[src/rtl/accumulator_8bit_pkg.sv]
// Shared encodings for the 8-bit accumulator: command opcodes, FSM states and
// the captured-command payload.
package accumulator_8bit_pkg;

    localparam int unsigned DATA_W = 8;

    typedef enum logic [1:0] {
        OP_LOAD = 2'b00,
        OP_ADD  = 2'b01,
        OP_SUB  = 2'b10,
        OP_CLR  = 2'b11
    } op_e;

    typedef enum logic [1:0] {
        ST_IDLE = 2'b00,
        ST_EXEC = 2'b01,
        ST_RESP = 2'b10
    } state_e;

    typedef struct packed {
        op_e               op;
        logic [DATA_W-1:0] data;
    } cmd_t;

endpackage

[src/rtl/adder_8bit.sv]
// Add/subtract core: sum = b + a (ctrl=0) or b - a (ctrl=1), with signed
// two's-complement overflow.
module adder_8bit
    import accumulator_8bit_pkg::*;
(
    input  logic [DATA_W-1:0] a,
    input  logic [DATA_W-1:0] b,
    input  logic              ctrl,
    output logic [DATA_W-1:0] sum,
    output logic              ovf
);

    logic [DATA_W-1:0] a_eff;

    // Subtraction as b + ~a + 1.
    assign a_eff = a ^ {DATA_W{ctrl}};
    assign sum   = b + a_eff + DATA_W'(ctrl);

    // Overflow when both effective operands share a sign the result does not.
    assign ovf = (a_eff[DATA_W-1] == b[DATA_W-1]) && (sum[DATA_W-1] != b[DATA_W-1]);

endmodule

[src/rtl/accumulator_8bit.sv]
// 8-bit accumulator with a valid/ready command port and a valid/ready result
// port; one command per two cycles when the consumer never stalls.
module accumulator_8bit
    import accumulator_8bit_pkg::*;
(
    input  logic       clk,
    input  logic       rst_n,
    input  logic       cmd_valid,
    output logic       cmd_ready,
    input  logic [1:0] cmd_op,
    input  logic [7:0] cmd_data,
    output logic       res_valid,
    input  logic       res_ready,
    output logic [7:0] acc,
    output logic       zero,
    output logic       ovf
);

    state_e            state;
    state_e            state_next;
    cmd_t              cmd_q;
    logic              transfer_c;
    logic [DATA_W-1:0] sum;
    logic              sum_ovf;
    logic              sub_sel;
    logic [DATA_W-1:0] acc_next;
    logic              ovf_next;

    // State register; res_valid tracks entry into RESP.
    always_ff @(posedge clk) begin
        if (!rst_n) begin
            state     <= ST_IDLE;
            res_valid <= 1'b0;
        end else begin
            state     <= state_next;
            res_valid <= (state_next == ST_RESP);
        end
    end

    // Next state and cmd_ready; RESP forwards res_ready so a retiring result
    // can overlap with the next command acceptance.
    always_comb begin
        state_next = state;
        cmd_ready  = 1'b0;
        case (state)
            ST_IDLE: begin
                cmd_ready = 1'b1;
                if (cmd_valid) begin
                    state_next = ST_EXEC;
                end
            end
            ST_EXEC: begin
                state_next = ST_RESP;
            end
            ST_RESP: begin
                cmd_ready = res_ready;
                if (res_ready) begin
                    state_next = cmd_valid ? ST_EXEC : ST_IDLE;
                end
            end
            default: begin
                state_next = ST_IDLE;
            end
        endcase
        if (!rst_n) begin
            cmd_ready = 1'b0;
        end
    end

    assign transfer_c = cmd_valid && cmd_ready;

    always_ff @(posedge clk) begin
        if (!rst_n) begin
            cmd_q <= '0;
        end else if (transfer_c) begin
            cmd_q <= '{op: op_e'(cmd_op), data: cmd_data};
        end
    end

    assign sub_sel = (cmd_q.op == OP_SUB);

    adder_8bit u_adder (
        .a    (cmd_q.data),
        .b    (acc),
        .ctrl (sub_sel),
        .sum  (sum),
        .ovf  (sum_ovf)
    );

    // Result select; LOAD and CLR bypass the adder and clear overflow.
    always_comb begin
        acc_next = sum;
        ovf_next = sum_ovf;
        case (cmd_q.op)
            OP_LOAD: begin
                acc_next = cmd_q.data;
                ovf_next = 1'b0;
            end
            OP_CLR: begin
                acc_next = '0;
                ovf_next = 1'b0;
            end
            default: begin
            end
        endcase
    end

    always_ff @(posedge clk) begin
        if (!rst_n) begin
            acc  <= '0;
            zero <= 1'b1;
            ovf  <= 1'b0;
        end else if (state == ST_EXEC) begin
            acc  <= acc_next;
            zero <= (acc_next == '0);
            ovf  <= ovf_next;
        end
    end

endmodule
[config.mk]
export PLATFORM = sky130hd
export DESIGN_NAME = accumulator_8bit
export DESIGN_NICKNAME = d
export VERILOG_FILES = /design/src/rtl/accumulator_8bit_pkg.sv /design/src/rtl/adder_8bit.sv /design/src/rtl/accumulator_8bit.sv
export SDC_FILE = /design/constraint.sdc
export NUM_CORES = 1
export LEC_CHECK = 0
export BUFFER_PORTS_ARGS = -buffer_cell sky130_fd_sc_hd__buf_2
export CELL_PAD_IN_SITES_DETAIL_PLACEMENT = 0
export CELL_PAD_IN_SITES_GLOBAL_PLACEMENT = 1
export CORE_ASPECT_RATIO = 1.4
export CORE_UTILIZATION = 43
export DETAILED_ROUTE_END_ITERATION = 8
export PLACE_DENSITY_LB_ADDON = 0.1
export SYNTH_ARGS = -nofsm -noshare
export SYNTH_HDL_FRONTEND = slang
export SYNTH_SLANG_ARGS = --single-unit
export TNS_END_PERCENT = 1
[constraint.sdc]
create_clock -name clk -period 4.1 [get_ports clk]
set_input_delay 0.205 -clock clk [delete_from_list [all_inputs] [get_ports clk]]
set_output_delay 0.205 -clock clk [all_outputs]
set_load 0.03 [all_outputs]
==> impl_metrics.xml, run 1 <==
<?xml version="1.0" encoding="UTF-8"?>
<metrics>
  <group name="synthesis">
    <metric name="yosys_warnings" unit="">0</metric>
    <metric name="synthTopCellsByCount" unit="">37 x nand2_1, 23 x dfxtp_1, 12 x nand3_1, 10 x xor2_1, 8 x ha_1</metric>
    <metric name="synth_edf_count" unit="">0</metric>
    <metric name="syn-cell-area" unit="um2">1390</metric>
    <metric name="syn_avg_cell_area" unit="um2">8.42</metric>
    <metric name="synth.top_cells.by_area" unit="">dfxtp_1 33%, nand2_1 10%, ha_1 7.2%</metric>
    <metric name="ys_ff_latch" unit="">23</metric>
    <metric name="synth_cells" unit="">165</metric>
    <metric name="synth.largest_area_cell" unit="">dfxtp_1</metric>
    <metric name="ys_dominant_reg_cell" unit="">dfxtp_1</metric>
    <metric name="synth.net_count" unit="">188</metric>
    <metric name="synth_most_common_cell" unit="">nand2_1</metric>
    <metric name="postSynth.asyncResetShare" unit="%">0</metric>
    <metric name="synth.yosys.seq_area_share" unit="%">33.1</metric>
    <metric name="yosysUniqueCellTypes" unit="">39</metric>
    <metric name="fraction_of_post_synthesis_cell_area_in_the_top_cell_type_by_area" unit="%">33.1</metric>
  </group>
  <group name="place">
    <metric name="dp_cells" unit="">222</metric>
    <metric name="place.port_buffers" unit="">25</metric>
    <metric name="dp.final_hpwl" unit="um">2370</metric>
    <metric name="finalWeightedCongestion" unit="">0.895</metric>
  </group>
  <group name="outcome">
    <metric name="run_status" unit="">finished, final reports clean</metric>
  </group>
  <group name="critical_path">
    <metric name="critical_path.cell_chain" unit="">inv_1 -&gt; ha_1 -&gt; mux2_2 -&gt; fa_1 -&gt; a211o_1 -&gt; a31o_2 -&gt; a21oi_1 -&gt; xnor2_1 -&gt; a22o_1 -&gt; o41ai_2</metric>
    <metric name="critPathMaxFanout" unit="">9</metric>
    <metric name="slowest_delay" unit="ns">0.42</metric>
    <metric name="rrSetupSlack" unit="ns">1.14</metric>
    <metric name="path_class" unit="">flip-flop to flip-flop</metric>
    <metric name="timing.rr.end" unit="">zero</metric>
    <metric name="r2r.worst_path.cells" unit="">10</metric>
    <metric name="crit_required" unit="ns">4.27</metric>
    <metric name="timing.critical_path.buf_inv" unit="">1</metric>
    <metric name="crit_path_max_delay_cell_type" unit="">fa_1</metric>
    <metric name="endpoint_kind" unit="">flip-flop</metric>
    <metric name="cp_arrival" unit="ns">3.13</metric>
    <metric name="cp_top_family" unit="">compound AO/OA/AOI/OAI gates</metric>
    <metric name="worst_r2r_startpoint" unit="">cmd_q[8]</metric>
    <metric name="worst_setup_path_start_kind" unit="">flip-flop</metric>
  </group>
  <group name="cells_and_area">
    <metric name="fillers" unit="">303</metric>
    <metric name="drive_gt1_share" unit="%">19.8</metric>
    <metric name="final_net_count" unit="">211</metric>
    <metric name="layout.area.seq" unit="um2">460</metric>
    <metric name="n_antenna_cell" unit="">0</metric>
    <metric name="area_growth" unit="%">13.7</metric>
    <metric name="multiInputGateArea" unit="um2">881</metric>
    <metric name="fin_cells" unit="">226</metric>
  </group>
  <group name="sta">
    <metric name="fmax_achieved" unit="MHz">338</metric>
    <metric name="fin_setup_tns" unit="ns">0</metric>
    <metric name="final.period_utilization" unit="%">72.1</metric>
    <metric name="setup_viol_count_final" unit="">0</metric>
    <metric name="period_minus_slack" unit="ns">2.96</metric>
    <metric name="timing.max_slew.rel_slack" unit="%">63.4</metric>
    <metric name="fin_worst_skew" unit="ns">0.0102</metric>
    <metric name="tightestPinTransition" unit="ns">0.549</metric>
    <metric name="setup_repair_after_global_routing_missed_its_margin" unit="">no</metric>
    <metric name="count_of_endpoints_failing_hold_in_the_final_timing_report" unit="">0</metric>
    <metric name="drv_slew" unit="">0</metric>
  </group>
  <group name="drt">
    <metric name="total_via_count_in_the_routed_design" unit="">1195</metric>
    <metric name="avgRoutedWirePerCell" unit="um">13.5</metric>
    <metric name="detailedRoute.firstPassIterationCount" unit="">4</metric>
    <metric name="route.detailed.vias_per_inst" unit="">5.29</metric>
    <metric name="drc_errors" unit="">0</metric>
    <metric name="wirelength" unit="um">3050</metric>
    <metric name="first_iter_violations" unit="">28</metric>
    <metric name="ant_nets" unit="">0</metric>
  </group>
  <group name="clock_network">
    <metric name="clk_path_buf_depth" unit="">2</metric>
    <metric name="clk_pin_slew" unit="ns">0.09</metric>
    <metric name="clk_latency" unit="ns">0.28</metric>
    <metric name="cts_hold_buf" unit="">0</metric>
    <metric name="tritoncts.num_buffers" unit="">3</metric>
    <metric name="post-cts-setup-buffer-count" unit="">0</metric>
    <metric name="cts_resized" unit="">0</metric>
    <metric name="sinks_on_the_clock_net" unit="">23</metric>
    <metric name="cts_tree" unit="">done</metric>
    <metric name="cts-root-buf" unit="">clkbuf_8</metric>
    <metric name="ctsHtreeMaxLevel" unit="">1</metric>
  </group>
  <group name="global_route">
    <metric name="grt_max_degree" unit="">24</metric>
    <metric name="antenna_found_initial" unit="">0</metric>
    <metric name="grt.overflow.total" unit="">0</metric>
    <metric name="number_of_global_route_vias_before_repair" unit="">1184</metric>
    <metric name="grt_first_pass_wirelength" unit="um">5180</metric>
    <metric name="groute.usage.overall" unit="%">19.1</metric>
  </group>
  <group name="floorplanning">
    <metric name="die-height" unit="um">69.3</metric>
    <metric name="horiz_die_dim" unit="um">50.1</metric>
    <metric name="floorplan.initialDensity" unit="%">44.9</metric>
    <metric name="core.rowCount" unit="">24</metric>
    <metric name="coreArea" unit="um2">3090</metric>
    <metric name="floorplan.die_area" unit="um2">3470</metric>
    <metric name="ioPinCount" unit="">26</metric>
  </group>
  <group name="pwr">
    <metric name="cellPowerDensity" unit="nW/um2">359</metric>
    <metric name="power_leakage" unit="nW">0.822</metric>
    <metric name="vdd.ir_drop.worst" unit="uV">193</metric>
  </group>
  <group name="min_path">
    <metric name="holdPathEnd" unit="">cmd_q[2]</metric>
    <metric name="worst_min_path_start" unit="">cmd_data[2]</metric>
    <metric name="hold_path_class" unit="">input port to flip-flop</metric>
    <metric name="min_path_cells" unit="">3</metric>
  </group>
  <group name="run">
    <metric name="drv.max_cap_violation_count" unit="">0</metric>
  </group>
</metrics>
cell usage in the layout, fill, tap and decap left out, types with 2 or more instances in the layout:
cell type and instances:
buf_2 25, nand2_1 37, nor2_1 3, o211a_1 6, o21a_1 2, o211ai_1 5
xor2_1 10, inv_1 3, xnor2_1 4, nor2b_1 5, ha_1 8, a21oi_1 6
nand2b_1 2, dfxtp_1 23, nand3_1 12, o21ai_0 5, clkbuf_8 3, or2_2 2
a21boi_0 3, nor3b_1 3
logic make-up after synthesis:
logic type | after synthesis | share of synthesized area [%]
AO/OA/AOI/OAI | 37 | 21.2
XOR/XNOR | 14 | 8.82
adder cells (fa/ha/maj) | 9 | 8.64
buffers and inverters | 11 | 3.51
flip-flops | 23 | 33.1
multiplexers | 2 | 1.53
AND/OR/NAND/NOR | 69 | 23.1
final cells by class:
cell class,instances,area share [%]
inverters,3,0.713
well taps,39,3.09
clock buffers,3,2.61
multi-input cells,131,55.7
repair buffers,26,8.39
flip-flops and latches,23,29.1
clock inverters,1,0.317
power by group:
group / switching (mW) / leakage (nW) / internal (mW)
logic: 0.0994 / 0.608 / 0.0675
registers: 0.0155 / 0.189 / 0.239
clock network: 0.0780 / 0.0255 / 0.0681
total: 0.193 / 0.822 / 0.375
per-layer routing:
layer / global-route usage (%) / part of all wire, % / vias up
met5: 0 / 0 / -
met4: 6.67 / 1.6 / 0
met3: 2.63 / 2.1 / 5
met2: 34.7 / 52 / 19
met1: 22.1 / 44 / 552
li1: - / - / 619
worst register-to-register path, cell delays in order (launching register included):
cell and delay (ns):
dfxtp_1 0.34, inv_1 0.06, ha_1 0.35, mux2_2 0.37, fa_1 0.42, a211o_1 0.30, a31o_2 0.24, a21oi_1 0.18
xnor2_1 0.09, a22o_1 0.20, o41ai_2 0.32
worst max path at each step:
stage	slack, ns	end	cells after the start	startpoint
4_1_cts	1.14	zero	10	cmd_q[8]
3_3_place_gp	1.30	zero	10	cmd_q[8]
6_report	1.14	zero	10	cmd_q[8]
2_1_floorplan	1.44	zero	11	cmd_q[8]
3_5_place_dp	1.16	zero	10	cmd_q[8]
5_1_grt	0.98	zero	10	cmd_q[8]
sequential cells by signal, indices dropped and copies added, names as in the netlist:
register	flops
cmd_q	10
acc	8
state	2
ovf	1
res_valid	1
zero	1
through the flow:
step	instance area, um2	utilization [%]	hold slack [ns]	power (mW)	setup slack, ns
3_3_place_gp	1530	49.6	0.386	0.424	1.30
5_1_grt	1580	51.1	0.114	0.597	0.978
2_1_floorplan	1390	-	0.304	0.387	1.44
6_report	1580	51.1	0.105	0.568	1.14
4_1_cts	1580	51.1	0.102	0.575	1.14
3_5_place_dp	1530	49.6	0.392	0.427	1.16
No activity file was read; power rests on OpenSTA's default activity.
==> run 2, diff against run 1 <==
CORE_UTILIZATION = 36   (was 43)
clock period = 2.5 ns   (was 4.1 ns; I/O delays follow)
==> run 2 against run 1 <==
Against the previous run:
- flip-flop and latch count stayed put
- global-route usage decreased by 0.082 points
- worst hold slack got worse by 0.068 ns
- worst setup slack lost 1.1 ns
- register-to-register slack got worse by 1.1 ns
- final cell count increased by 7.1%
- critical path type unchanged
- critical endpoint is now acc[6]
- largest cell class unchanged
- largest power group unchanged
- highest routed layer unchanged
==> impl_metrics.xml, run 2 (synthesis results as in run 1) <==
<?xml version="1.0" encoding="UTF-8"?>
<metrics>
  <group name="outcome">
    <metric name="run_status" unit="">finished, final reports clean</metric>
  </group>
  <group name="place">
    <metric name="dp_cells" unit="">236</metric>
    <metric name="finalWeightedCongestion" unit="">0.874</metric>
    <metric name="place.port_buffers" unit="">25</metric>
    <metric name="dp.final_hpwl" unit="um">2600</metric>
  </group>
  <group name="global_route">
    <metric name="grt_first_pass_wirelength" unit="um">5700</metric>
    <metric name="number_of_global_route_vias_before_repair" unit="">1244</metric>
    <metric name="grt_max_degree" unit="">23</metric>
    <metric name="groute.usage.overall" unit="%">19.1</metric>
    <metric name="grt.overflow.total" unit="">0</metric>
    <metric name="antenna_found_initial" unit="">0</metric>
  </group>
  <group name="floorplanning">
    <metric name="core.rowCount" unit="">26</metric>
    <metric name="ioPinCount" unit="">26</metric>
    <metric name="floorplan.die_area" unit="um2">4120</metric>
    <metric name="coreArea" unit="um2">3680</metric>
    <metric name="die-height" unit="um">75.5</metric>
    <metric name="horiz_die_dim" unit="um">54.5</metric>
    <metric name="floorplan.initialDensity" unit="%">37.8</metric>
  </group>
  <group name="pwr">
    <metric name="cellPowerDensity" unit="nW/um2">566</metric>
    <metric name="pwr-share-seq" unit="%">42.7</metric>
    <metric name="power_switching_share" unit="%">33.3</metric>
    <metric name="pwr-share-clk" unit="%">23.9</metric>
    <metric name="vdd.ir_drop.worst" unit="uV">279</metric>
    <metric name="power_switching" unit="uW">326</metric>
    <metric name="power.combinational.fraction" unit="%">33.3</metric>
    <metric name="power_leakage" unit="nW">0.888</metric>
    <metric name="internal-power" unit="uW">652</metric>
  </group>
  <group name="sta">
    <metric name="setup_viol_count_final" unit="">0</metric>
    <metric name="tightestPinTransition" unit="ns">0.537</metric>
    <metric name="timing.max_slew.rel_slack" unit="%">64.2</metric>
    <metric name="period_minus_slack" unit="ns">2.49</metric>
    <metric name="setup_repair_after_global_routing_missed_its_margin" unit="">yes</metric>
    <metric name="drv_slew" unit="">0</metric>
    <metric name="fin_worst_skew" unit="ns">0.00570</metric>
    <metric name="final.period_utilization" unit="%">99.4</metric>
    <metric name="count_of_endpoints_failing_hold_in_the_final_timing_report" unit="">0</metric>
    <metric name="fmax_achieved" unit="MHz">402</metric>
  </group>
  <group name="critical_path">
    <metric name="crit_required" unit="ns">2.67</metric>
    <metric name="rrSetupSlack" unit="ns">0.01</metric>
    <metric name="path_class" unit="">flip-flop to flip-flop</metric>
    <metric name="critPathMaxFanout" unit="">5</metric>
    <metric name="r2r.worst_path.cells" unit="">11</metric>
    <metric name="worst_setup_path_startpoint" unit="">cmd_q[8]</metric>
    <metric name="cp_arrival" unit="ns">2.65</metric>
    <metric name="timing.rr.end" unit="">acc[6]</metric>
    <metric name="crit_path_end" unit="">acc[6]</metric>
    <metric name="worst_setup_path_start_kind" unit="">flip-flop</metric>
    <metric name="worst_r2r_startpoint" unit="">cmd_q[8]</metric>
    <metric name="endpoint_kind" unit="">flip-flop</metric>
  </group>
  <group name="cells_and_area">
    <metric name="area_growth" unit="%">24.3</metric>
    <metric name="n_antenna_cell" unit="">0</metric>
    <metric name="top_regs" unit="">cmd_q x10, acc x8, state x2</metric>
    <metric name="fin_cells" unit="">242</metric>
    <metric name="final_net_count" unit="">224</metric>
    <metric name="drive_gt1_share" unit="%">29.0</metric>
    <metric name="largest-register" unit="">cmd_q</metric>
    <metric name="layout.core_utilization" unit="%">47.0</metric>
    <metric name="layout.cells.most_common_list" unit="">37 x nand2_1, 25 x buf_2, 21 x dfxtp_1, 13 x buf_4, 12 x nand3_1</metric>
    <metric name="flip_flop_count_of_the_largest_register_all_copies_and_words_added" unit="">10</metric>
    <metric name="final_common_cell" unit="">nand2_1</metric>
  </group>
  <group name="drt">
    <metric name="ant_nets" unit="">0</metric>
    <metric name="total_via_count_in_the_routed_design" unit="">1245</metric>
    <metric name="first_iter_violations" unit="">17</metric>
    <metric name="drc_errors" unit="">0</metric>
    <metric name="detailedRoute.firstPassIterationCount" unit="">3</metric>
    <metric name="wirelength" unit="um">3350</metric>
    <metric name="avgRoutedWirePerCell" unit="um">13.8</metric>
    <metric name="route.detailed.vias_per_inst" unit="">5.14</metric>
  </group>
  <group name="clock_network">
    <metric name="clk_pin_slew" unit="ns">0.09</metric>
    <metric name="clk_path_buf_depth" unit="">2</metric>
    <metric name="cts_hold_buf" unit="">0</metric>
    <metric name="cts_tree" unit="">done</metric>
    <metric name="sinks_on_the_clock_net" unit="">23</metric>
    <metric name="clk_latency" unit="ns">0.26</metric>
    <metric name="cts-root-buf" unit="">clkbuf_8</metric>
    <metric name="tritoncts.num_buffers" unit="">3</metric>
    <metric name="ctsHtreeMaxLevel" unit="">1</metric>
  </group>
  <group name="run">
    <metric name="drv.max_cap_violation_count" unit="">0</metric>
  </group>
  <group name="min_path">
    <metric name="hold_path_class" unit="">input port to flip-flop</metric>
  </group>
</metrics>
[run 2: cell types whose count changed in the layout (fill, tap and decap cells not counted), moves of 2 or more]
cell and delta:
xor2_1 -2, dfxtp_1 -2, xor2_2 +2, dfxtp_2 +2, a21oi_2 +2, buf_4 +12
a21oi_1 -2
[run 2: what timing repair did]
action                                 4_1_cts  5_1_grt
setup endpoints to repair                    2        3
cloned                                       0        0
gates resized for setup                      3        4
pin swaps                                    2        4
endpoints found under the hold margin        0        0
setup buffers                                0        2
[run 2: area by class of cell]
type / instances / area [um2]
Fill cell: 380 / 1950
Clock buffer: 4 / 45.0
Inverter: 3 / 11.3
Multi-Input combinational cell: 131 / 922
Sequential cell: 23 / 463
Timing Repair Buffer: 39 / 234
Tap cell: 42 / 52.6
[run 2: routing by layer]
metal / global-route usage [%] / part of all wire, %
met5: 0 / 0
met4: 4.27 / 0.48
met3: 2.40 / 1.3
met2: 34.6 / 52
met1: 23.3 / 46
[run 2: metrics by stage]
stage | hold WS [ns] | worst slack [ns] | cell area, um2 | TNS, ns | power, mW
finish | 0.0369 | 0.0141 | 1730 | 0 | 0.977
global route | 0.0398 | -0.109 | 1730 | -0.295 | 1.04
CTS | 0.0335 | 0.00238 | 1700 | 0 | 0.978
detailed placement | 0.310 | -0.0539 | 1630 | -0.0918 | 0.736
global placement | 0.306 | -0.00813 | 1630 | -0.00813 | 0.730
floorplan | 0.224 | -0.0319 | 1400 | -0.0319 | 0.638
[run 2: critical path, cell delays in order (launching register included)]
cell     delay (ns)
dfxtp_2        0.34
inv_2          0.05
ha_4           0.18
xor2_2         0.15
ha_1           0.33
buf_4          0.15
a211o_1        0.30
a31o_2         0.26
a21oi_2        0.13
xnor2_1        0.08
a22o_1         0.21
o211a_1        0.21
[run 2: how the worst min path moves through the flow]
stage / from / end / slack (ns) / cells past startpoint
floorplan: cmd_op[0] / cmd_q[8] / 0.22 / 2
global placement: cmd_data[5] / cmd_q[5] / 0.31 / 3
detailed placement: cmd_op[0] / cmd_q[8] / 0.31 / 3
CTS: cmd_op[0] / cmd_q[8] / 0.03 / 3
global route: cmd_data[7] / cmd_q[7] / 0.04 / 3
finish: cmd_op[0] / cmd_q[8] / 0.04 / 3
[run 2: power by group through the flow]
stage          clock network (mW)  logic, mW  registers [mW]
4_1_cts                     0.244      0.316           0.418
6_report                    0.234      0.326           0.418
5_1_grt                     0.260      0.361           0.422
2_1_floorplan                   0      0.196           0.443
3_5_place_dp                    0      0.311           0.425
3_3_place_gp                    0      0.307           0.423
